==> src/rtl/fg_pkg.sv <==
// Shared constants for the function-generator NCO front end: phase scaling,
// CORDIC pipeline depth and the dither LFSR definition.
package fg_pkg;

    localparam int ACC_WIDTH_DEF   = 24;
    localparam int BITWIDTH_PHASE  = 10;
    localparam int PRESC_WIDTH_DEF = 16;
    localparam int CORDIC_LATENCY  = 8;

    // 2^BITWIDTH_PHASE is one full turn, so a quarter turn is 2^(BITWIDTH_PHASE-2)
    localparam int PHASE_90 = 1 << (BITWIDTH_PHASE - 2);

    localparam logic [15:0] LFSR_SEED = 16'hACE1;
    // x^16 + x^14 + x^13 + x^11 + 1 -> feedback from bits 15, 13, 12, 10
    localparam logic [15:0] LFSR_TAPS = 16'hB400;

    function automatic logic [15:0] lfsr_next(input logic [15:0] s);
        return {s[14:0], ^(s & LFSR_TAPS)};
    endfunction

endpackage

==> src/rtl/fg_prescaler.sv <==
// Clock-enable prescaler: emits a tick every prescaler_i+1 enabled clocks.
// sync_i restarts the count and suppresses the tick of that cycle.
module fg_prescaler #(
    parameter int PRESC_WIDTH = 16
) (
    input  logic                   clk_i,
    input  logic                   rstn_i,
    input  logic                   enable_i,
    input  logic                   sync_i,
    input  logic [PRESC_WIDTH-1:0] prescaler_i,
    output logic                   tick_o
);

    logic [PRESC_WIDTH-1:0] presc_cnt;
    logic                   tick_raw;

    // >= rather than == so that lowering prescaler_i below the count ticks at once
    assign tick_raw = enable_i && (presc_cnt >= prescaler_i);
    assign tick_o   = tick_raw && !sync_i;

    always_ff @(posedge clk_i) begin
        if (!rstn_i) begin
            presc_cnt <= '0;
        end else if (sync_i) begin
            presc_cnt <= '0;
        end else if (tick_raw) begin
            presc_cnt <= '0;
        end else if (enable_i) begin
            presc_cnt <= presc_cnt + 1'b1;
        end
    end

endmodule

==> src/rtl/fg_phase_accumulator.sv <==
// NCO front end: accumulates the tuning word, drives phase and clock enable into
// the CORDIC and tracks its pipeline fill. FG_PHASE_DITHER_EN adds LFSR phase dither.
module fg_phase_accumulator
    import fg_pkg::*;
#(
    parameter int ACC_WIDTH      = ACC_WIDTH_DEF,
    parameter int BITWIDTH_PHASE = fg_pkg::BITWIDTH_PHASE,
    parameter int PRESC_WIDTH    = PRESC_WIDTH_DEF,
    parameter int CORDIC_LATENCY = fg_pkg::CORDIC_LATENCY
) (
    input  logic                             clk_i,
    input  logic                             rstn_i,
    input  logic                             enable_i,
    input  logic                             sync_i,
    input  logic [ACC_WIDTH-1:0]             freq_word_i,
    input  logic [BITWIDTH_PHASE-1:0]        phase_offset_i,
    input  logic [PRESC_WIDTH-1:0]           prescaler_i,
    output logic                             clk_en_o,
    output logic signed [BITWIDTH_PHASE-1:0] phase_o,
    output logic                             wrap_o,
    output logic                             sample_valid_o,
    output logic                             sample_strobe_o
);

    localparam int                   FILL_W   = $clog2(CORDIC_LATENCY + 2);
    localparam logic [FILL_W-1:0]    FILL_MAX = FILL_W'(CORDIC_LATENCY + 1);

    logic                      tick;
    logic [ACC_WIDTH-1:0]      acc;
    logic [ACC_WIDTH-1:0]      acc_src;
    logic [ACC_WIDTH:0]        acc_sum;
    logic [BITWIDTH_PHASE-1:0] phase_nxt;
    logic [FILL_W-1:0]         fill_cnt;

    fg_prescaler #(
        .PRESC_WIDTH (PRESC_WIDTH)
    ) u_presc (
        .clk_i       (clk_i),
        .rstn_i      (rstn_i),
        .enable_i    (enable_i),
        .sync_i      (sync_i),
        .prescaler_i (prescaler_i),
        .tick_o      (tick)
    );

    assign acc_sum = {1'b0, acc} + {1'b0, freq_word_i};

`ifdef FG_PHASE_DITHER_EN
    localparam int DW = ACC_WIDTH - BITWIDTH_PHASE;  // must not exceed 16

    logic [15:0] lfsr;

    // dither only perturbs the truncated bits; carry beyond the accumulator is dropped
    assign acc_src = acc + ACC_WIDTH'(lfsr[DW-1:0]);

    always_ff @(posedge clk_i) begin
        if (!rstn_i || sync_i) begin
            lfsr <= LFSR_SEED;
        end else if (tick) begin
            lfsr <= lfsr_next(lfsr);
        end
    end
`else
    assign acc_src = acc;
`endif

    assign phase_nxt      = acc_src[ACC_WIDTH-1 -: BITWIDTH_PHASE] + phase_offset_i;
    assign sample_valid_o = (fill_cnt == FILL_MAX);

    always_ff @(posedge clk_i) begin
        if (!rstn_i) begin
            acc             <= '0;
            fill_cnt        <= '0;
            phase_o         <= '0;
            clk_en_o        <= 1'b0;
            wrap_o          <= 1'b0;
            sample_strobe_o <= 1'b0;
        end else if (sync_i) begin
            // phase_o deliberately holds so the CORDIC input stays quiet until the next tick
            acc             <= '0;
            fill_cnt        <= '0;
            clk_en_o        <= 1'b0;
            wrap_o          <= 1'b0;
            sample_strobe_o <= 1'b0;
        end else begin
            clk_en_o        <= tick;
            wrap_o          <= tick && acc_sum[ACC_WIDTH];
            sample_strobe_o <= enable_i && clk_en_o && sample_valid_o;
            if (tick) begin
                phase_o <= phase_nxt;
                acc     <= acc_sum[ACC_WIDTH-1:0];
                if (fill_cnt != FILL_MAX)
                    fill_cnt <= fill_cnt + 1'b1;
            end
        end
    end

endmodule

==> config.mk <==
export PLATFORM = sky130hd
export DESIGN_NAME = fg_phase_accumulator
export DESIGN_NICKNAME = d
export VERILOG_FILES = /design/src/rtl/fg_pkg.sv /design/src/rtl/fg_prescaler.sv /design/src/rtl/fg_phase_accumulator.sv
export SDC_FILE = /design/constraint.sdc
export NUM_CORES = 1
export LEC_CHECK = 0
export CORE_UTILIZATION = 40
export DETAILED_ROUTE_END_ITERATION = 8
export GPL_ROUTABILITY_DRIVEN = 0
export PLACE_DENSITY = 0.68
export SLEW_MARGIN = 20
export SYNTH_ARGS = -nofsm -noshare
export SYNTH_HDL_FRONTEND = slang
export SYNTH_SLANG_ARGS = --single-unit
==> constraint.sdc <==
create_clock -name clk_i -period 3.9 [get_ports clk_i]
set_clock_uncertainty 0.2 [all_clocks]
set_input_delay 0.39 -clock clk_i [delete_from_list [all_inputs] [get_ports clk_i]]
set_output_delay 0.39 -clock clk_i [all_outputs]
set_load 0.02 [all_outputs]
======== Word-level counts from Yosys, hierarchy flattened ========
Index checks and enable logic that the tools add are counted.
Widths: inputs -> output; s select.
storage, ports and cells
  register bits ........................... 57
  input port bits ......................... 54
  output and inout bits ................... 14
  logic and storage cells ................. 26
operators by class
  add/sub/neg operators ................... 4
  $lt $le $gt $ge ......................... 1
  equality and inequality tests ........... 2
  bitwise operators ....................... 2
  reduce and logical (&&, ||, !) cells .... 10
operators by type and width
  operator               count
  $add 24x24->25         1
  $add 16x1->16 const B  1
  $ge 16x16->1           1
  $add 10x10->10         1
  $logic_and 1x1->1      5
  $add 4x1->4 const B    1
  $eq 4x4->1 const B     1
  $ne 4x4->1 const B     1
  $reduce_and 2->1       2
  $reduce_or 3->1        1
  $not 1->1              2
  $reduce_or 2->1        1
  $logic_not 1->1        1

======== Longest topological paths before layout ========
  word-level depth ........................ 4
  depth in mapped cells ................... 12
  depth with buffers taken out ............ 10

======== By module ========
Synthesis repeated with hierarchy kept, for this count alone.
second synthesis, totals
  cell total of the unflattened synthesis .. 487
  area, all modules ....................... 4,070.2 µm²
by module, submodules not included
  module                instances  cells each  area an instance (µm²)  sequential area each (µm²)
  fg_phase_accumulator  1          344         2,854.0                 820.8
  fg_prescaler          1          143         1,216.2                 320.3

======== Least setup slack after synthesis ========
Ideal clock, no wire load.
  path type ............................... input -> register
  from .................................... input freq_word_i[0]
  to ...................................... register acc[16]
  library setup time ...................... 0.133 ns
  arrival ................................. 2.491 ns
  data required time ...................... 3.567 ns
  path slack .............................. 1.076 ns
  stages .................................. 9
  buffers on the path ..................... 0
  cell sequence ........................... ha_1 -> fa_1 -> a21o_1 -> a221o_1 -> a32oi_1 -> nand2b_1 -> a2111o_1 -> nand4_1 -> a21oi_1
between the ends
  cells in the longest elaborated chain, start to end .. 1
RTL lines
  what                    RTL line                    RTL
  start: declaration      fg_phase_accumulator.sv:15  input logic [ACC_WIDTH-1:0] freq_word_i,
  $add 24x24->25          fg_phase_accumulator.sv:46  assign acc_sum = {1'b0, acc} + {1'b0, freq_word_i};
  end signal: assignment  fg_phase_accumulator.sv:91  acc <= acc_sum[ACC_WIDTH-1:0];
  end: declaration        fg_phase_accumulator.sv:29  logic [ACC_WIDTH-1:0] acc;
No other way between the ends.
A chain may end at the register's enable or synchronous reset.

======== Final worst setup path ========
Same ends and word-level chain as after synthesis.

==> impl_metrics.ini <==
[detailed_routing]
ant_nets = 0
wl_per_cell_um = 14.2
dr.first_iter.drc_count = 123
via_count = 4053
finalWirelength_mm = 10.4
dr.pass1.iters = 6
drc = 0
via_per_inst = 5.53

[clock_network]
cts_buffer_depth = 2
path_clk_slew_ns = 0.07
clock_latency_ns = 0.34
h-tree-depth = 3
cts-resized-gates = 0
cts_tree = done
root_buffer = clkbuf_8
clock_sinks = 57
cts_buffers = 9
hold_buffers = 0
postCtsSetupBuffers = 0

[global_route]
overflow = 0
grt_max_degree = 46
grt_pass1_wl_mm = 17.8
grtUsageTotal = 0.197
grt_pass1_vias = 3978
antenna_found_initial = 0

[synthesis]
ys_top_cells_by_area = dfxtp_1 27%, ha_1 15%, a21oi_1 6.4%, o21ai_0 4.6%, nand2_1 4.4%
yosys_warnings = 0
synth_fp_nets = 637
synthMostInstantiatedCell = dfxtp_1
ys_async_sr_fraction = 0
synth.distinct_cells = 51
synth_ff_type = dfxtp_1
synth_common_cells = 57 x dfxtp_1, 54 x a21oi_1, 52 x ha_1
syn_inst = 529
syn-cell-area_um2 = 4220
yosysSeqAreaShare = 0.271
ys_ff_latch = 57
yosysTopAreaCell = dfxtp_1
synth_edf_count = 0
avgSynthCellArea_um2 = 7.97
yosysTopAreaCellShare = 0.271

[setup_path]
path_class = in -> reg
rr_startpoint = acc[0]
crit_fanout = 4
cp.arrival_ns = 3.23
r2r_slack_ns = 0.86
reg2reg_to = acc[16]
crit_required_ns = 3.92
startpoint_type = input pin
end_kind = flop
r2r.worst_path.cells = 9

[floorplan]
core_area_um2 = 10300
chipWidth_um = 105
initial_core_util = 0.410
fp.dieH_um = 105
rows = 37
die_area_um2 = 11000
io_pins = 68

[finish]
postLayoutCoreUtil = 0.503
design_area_um2 = 5160
syn_to_final_growth_pct = 22.5
final-instance-count-excl-fill = 733
drive_gt1_frac = 0.0419
multi_input_comb_area_um2 = 2870
n_antenna_cell = 0
fillCellCount = 952
fin_nets = 700
regArea_um2 = 1140

[hold_path]
worstHoldEndpoint = acc[11]
min_from = acc[11]
worstHoldPathCells = 2
hold_path.class = reg -> reg

[timing]
period_share = 0.822
max_slew_margin = 0.602
slew_viol_final = 0
setup_tns_ns = 0
hold_viol = 0
fin_ws_ns = 0.694
finalCriticalPeriod_ns = 3.21
max_clock_freq_ghz = 0.312
worst_pin_slew_ns = 0.591
whs_ns = 0.256
rsz0062_at_grt = no
final-setup-viol-count = 0

[power_and_ir_drop]
leakagePower_nw = 2.14
p_per_area_nw_per_um2 = 240
p_int_uw = 911
peakVddDrop_mv = 0.132
total_power_mw = 1.24
p_sw_uw = 327
switching_share = 0.264
pwr-share-comb = 0.127
power_frac_seq = 0.471
power_frac_clock = 0.402

[place]
portBuffers = 67
place_area_um2 = 4990
dp.cells = 717
dpl_worst_slack_ns = 0.421
place_hpwl_mm = 7.91

[job]
maxCapViolCount = 0

[run_status]
status = completed
[worst max path at each step]
stage,from,endpoint,slack [ns]
5_1_grt,freq_word_i[0],acc[16],0.62
3_3_place_gp,freq_word_i[0],acc[16],0.42
3_5_place_dp,freq_word_i[0],acc[16],0.42
2_1_floorplan,freq_word_i[0],acc[16],1.08
6_report,freq_word_i[0],acc[16],0.69
4_1_cts,freq_word_i[0],acc[16],0.75
[critical path, stage by stage]
cell and delay (ns):
clkdlybuf4s50_1 0.40, ha_1 0.24, fa_1 0.42, a21o_1 0.20
a221o_1 0.35, a32oi_1 0.43, nand2b_1 0.19, a2111o_1 0.44
nand4_1 0.10, a21oi_1 0.07
[logic make-up (layout without fill, tap and decap cells)]
kind of cell | count (synthesis) | in the layout | synth area share
compound gates | 148 | 148 | 0.213
xor+xnor | 37 | 37 | 0.0769
fa+ha+maj | 54 | 54 | 0.164
buf+inv | 44 | 112 | 0.0484
flops | 57 | 57 | 0.271
mux | 2 | 2 | 0.00475
simple gates | 187 | 187 | 0.222
[metal layers]
metal,part of all wire,wire length [um],GRT usage,vias up
met2,0.47,4920,0.346,118
met4,0.030,316,0.0996,0
met1,0.45,4720,0.235,1871
met5,0,0,0,-
met3,0.044,460,0.0268,29
li1,-,-,-,2035
[power by group through the flow]
| stage | clock network [mW] | logic (mW) | registers [mW] |
|---|---|---|---|
| after floorplan | 0 | 0.0788 | 0.597 |
| after global placement | 0 | 0.154 | 0.597 |
| after detailed placement | 0 | 0.157 | 0.597 |
| after CTS | 0.509 | 0.158 | 0.583 |
| after global routing | 0.534 | 0.173 | 0.583 |
| final | 0.497 | 0.157 | 0.583 |
[flip-flops by register name, summed over array words and instances, names as in the netlist]
register           count
acc                   24
clk_en_o               1
fill_cnt               4
phase_o               10
sample_strobe_o        1
u_presc.presc_cnt     16
wrap_o                 1
[final cells by class]
type | instances | area share
inverters | 24 | 0.0174
clock buffers | 11 | 0.0274
flip-flops and latches | 57 | 0.221
repair buffers | 72 | 0.140
clock inverters | 5 | 0.00606
well taps | 136 | 0.0329
multi-input cells | 428 | 0.556
[cell usage in the layout (no fill, tap or decap), types with 16 or more instances in the layout]
master           count
dfxtp_1             57
xnor2_1             18
ha_1                52
a21o_1              16
inv_1               23
nand2_1             49
o21ai_0             39
nor2_1              46
xor2_1              19
a21oi_1             54
nand3_1             20
clkdlybuf4s50_1     67
Note: power is estimated with default switching activity, not from simulation.
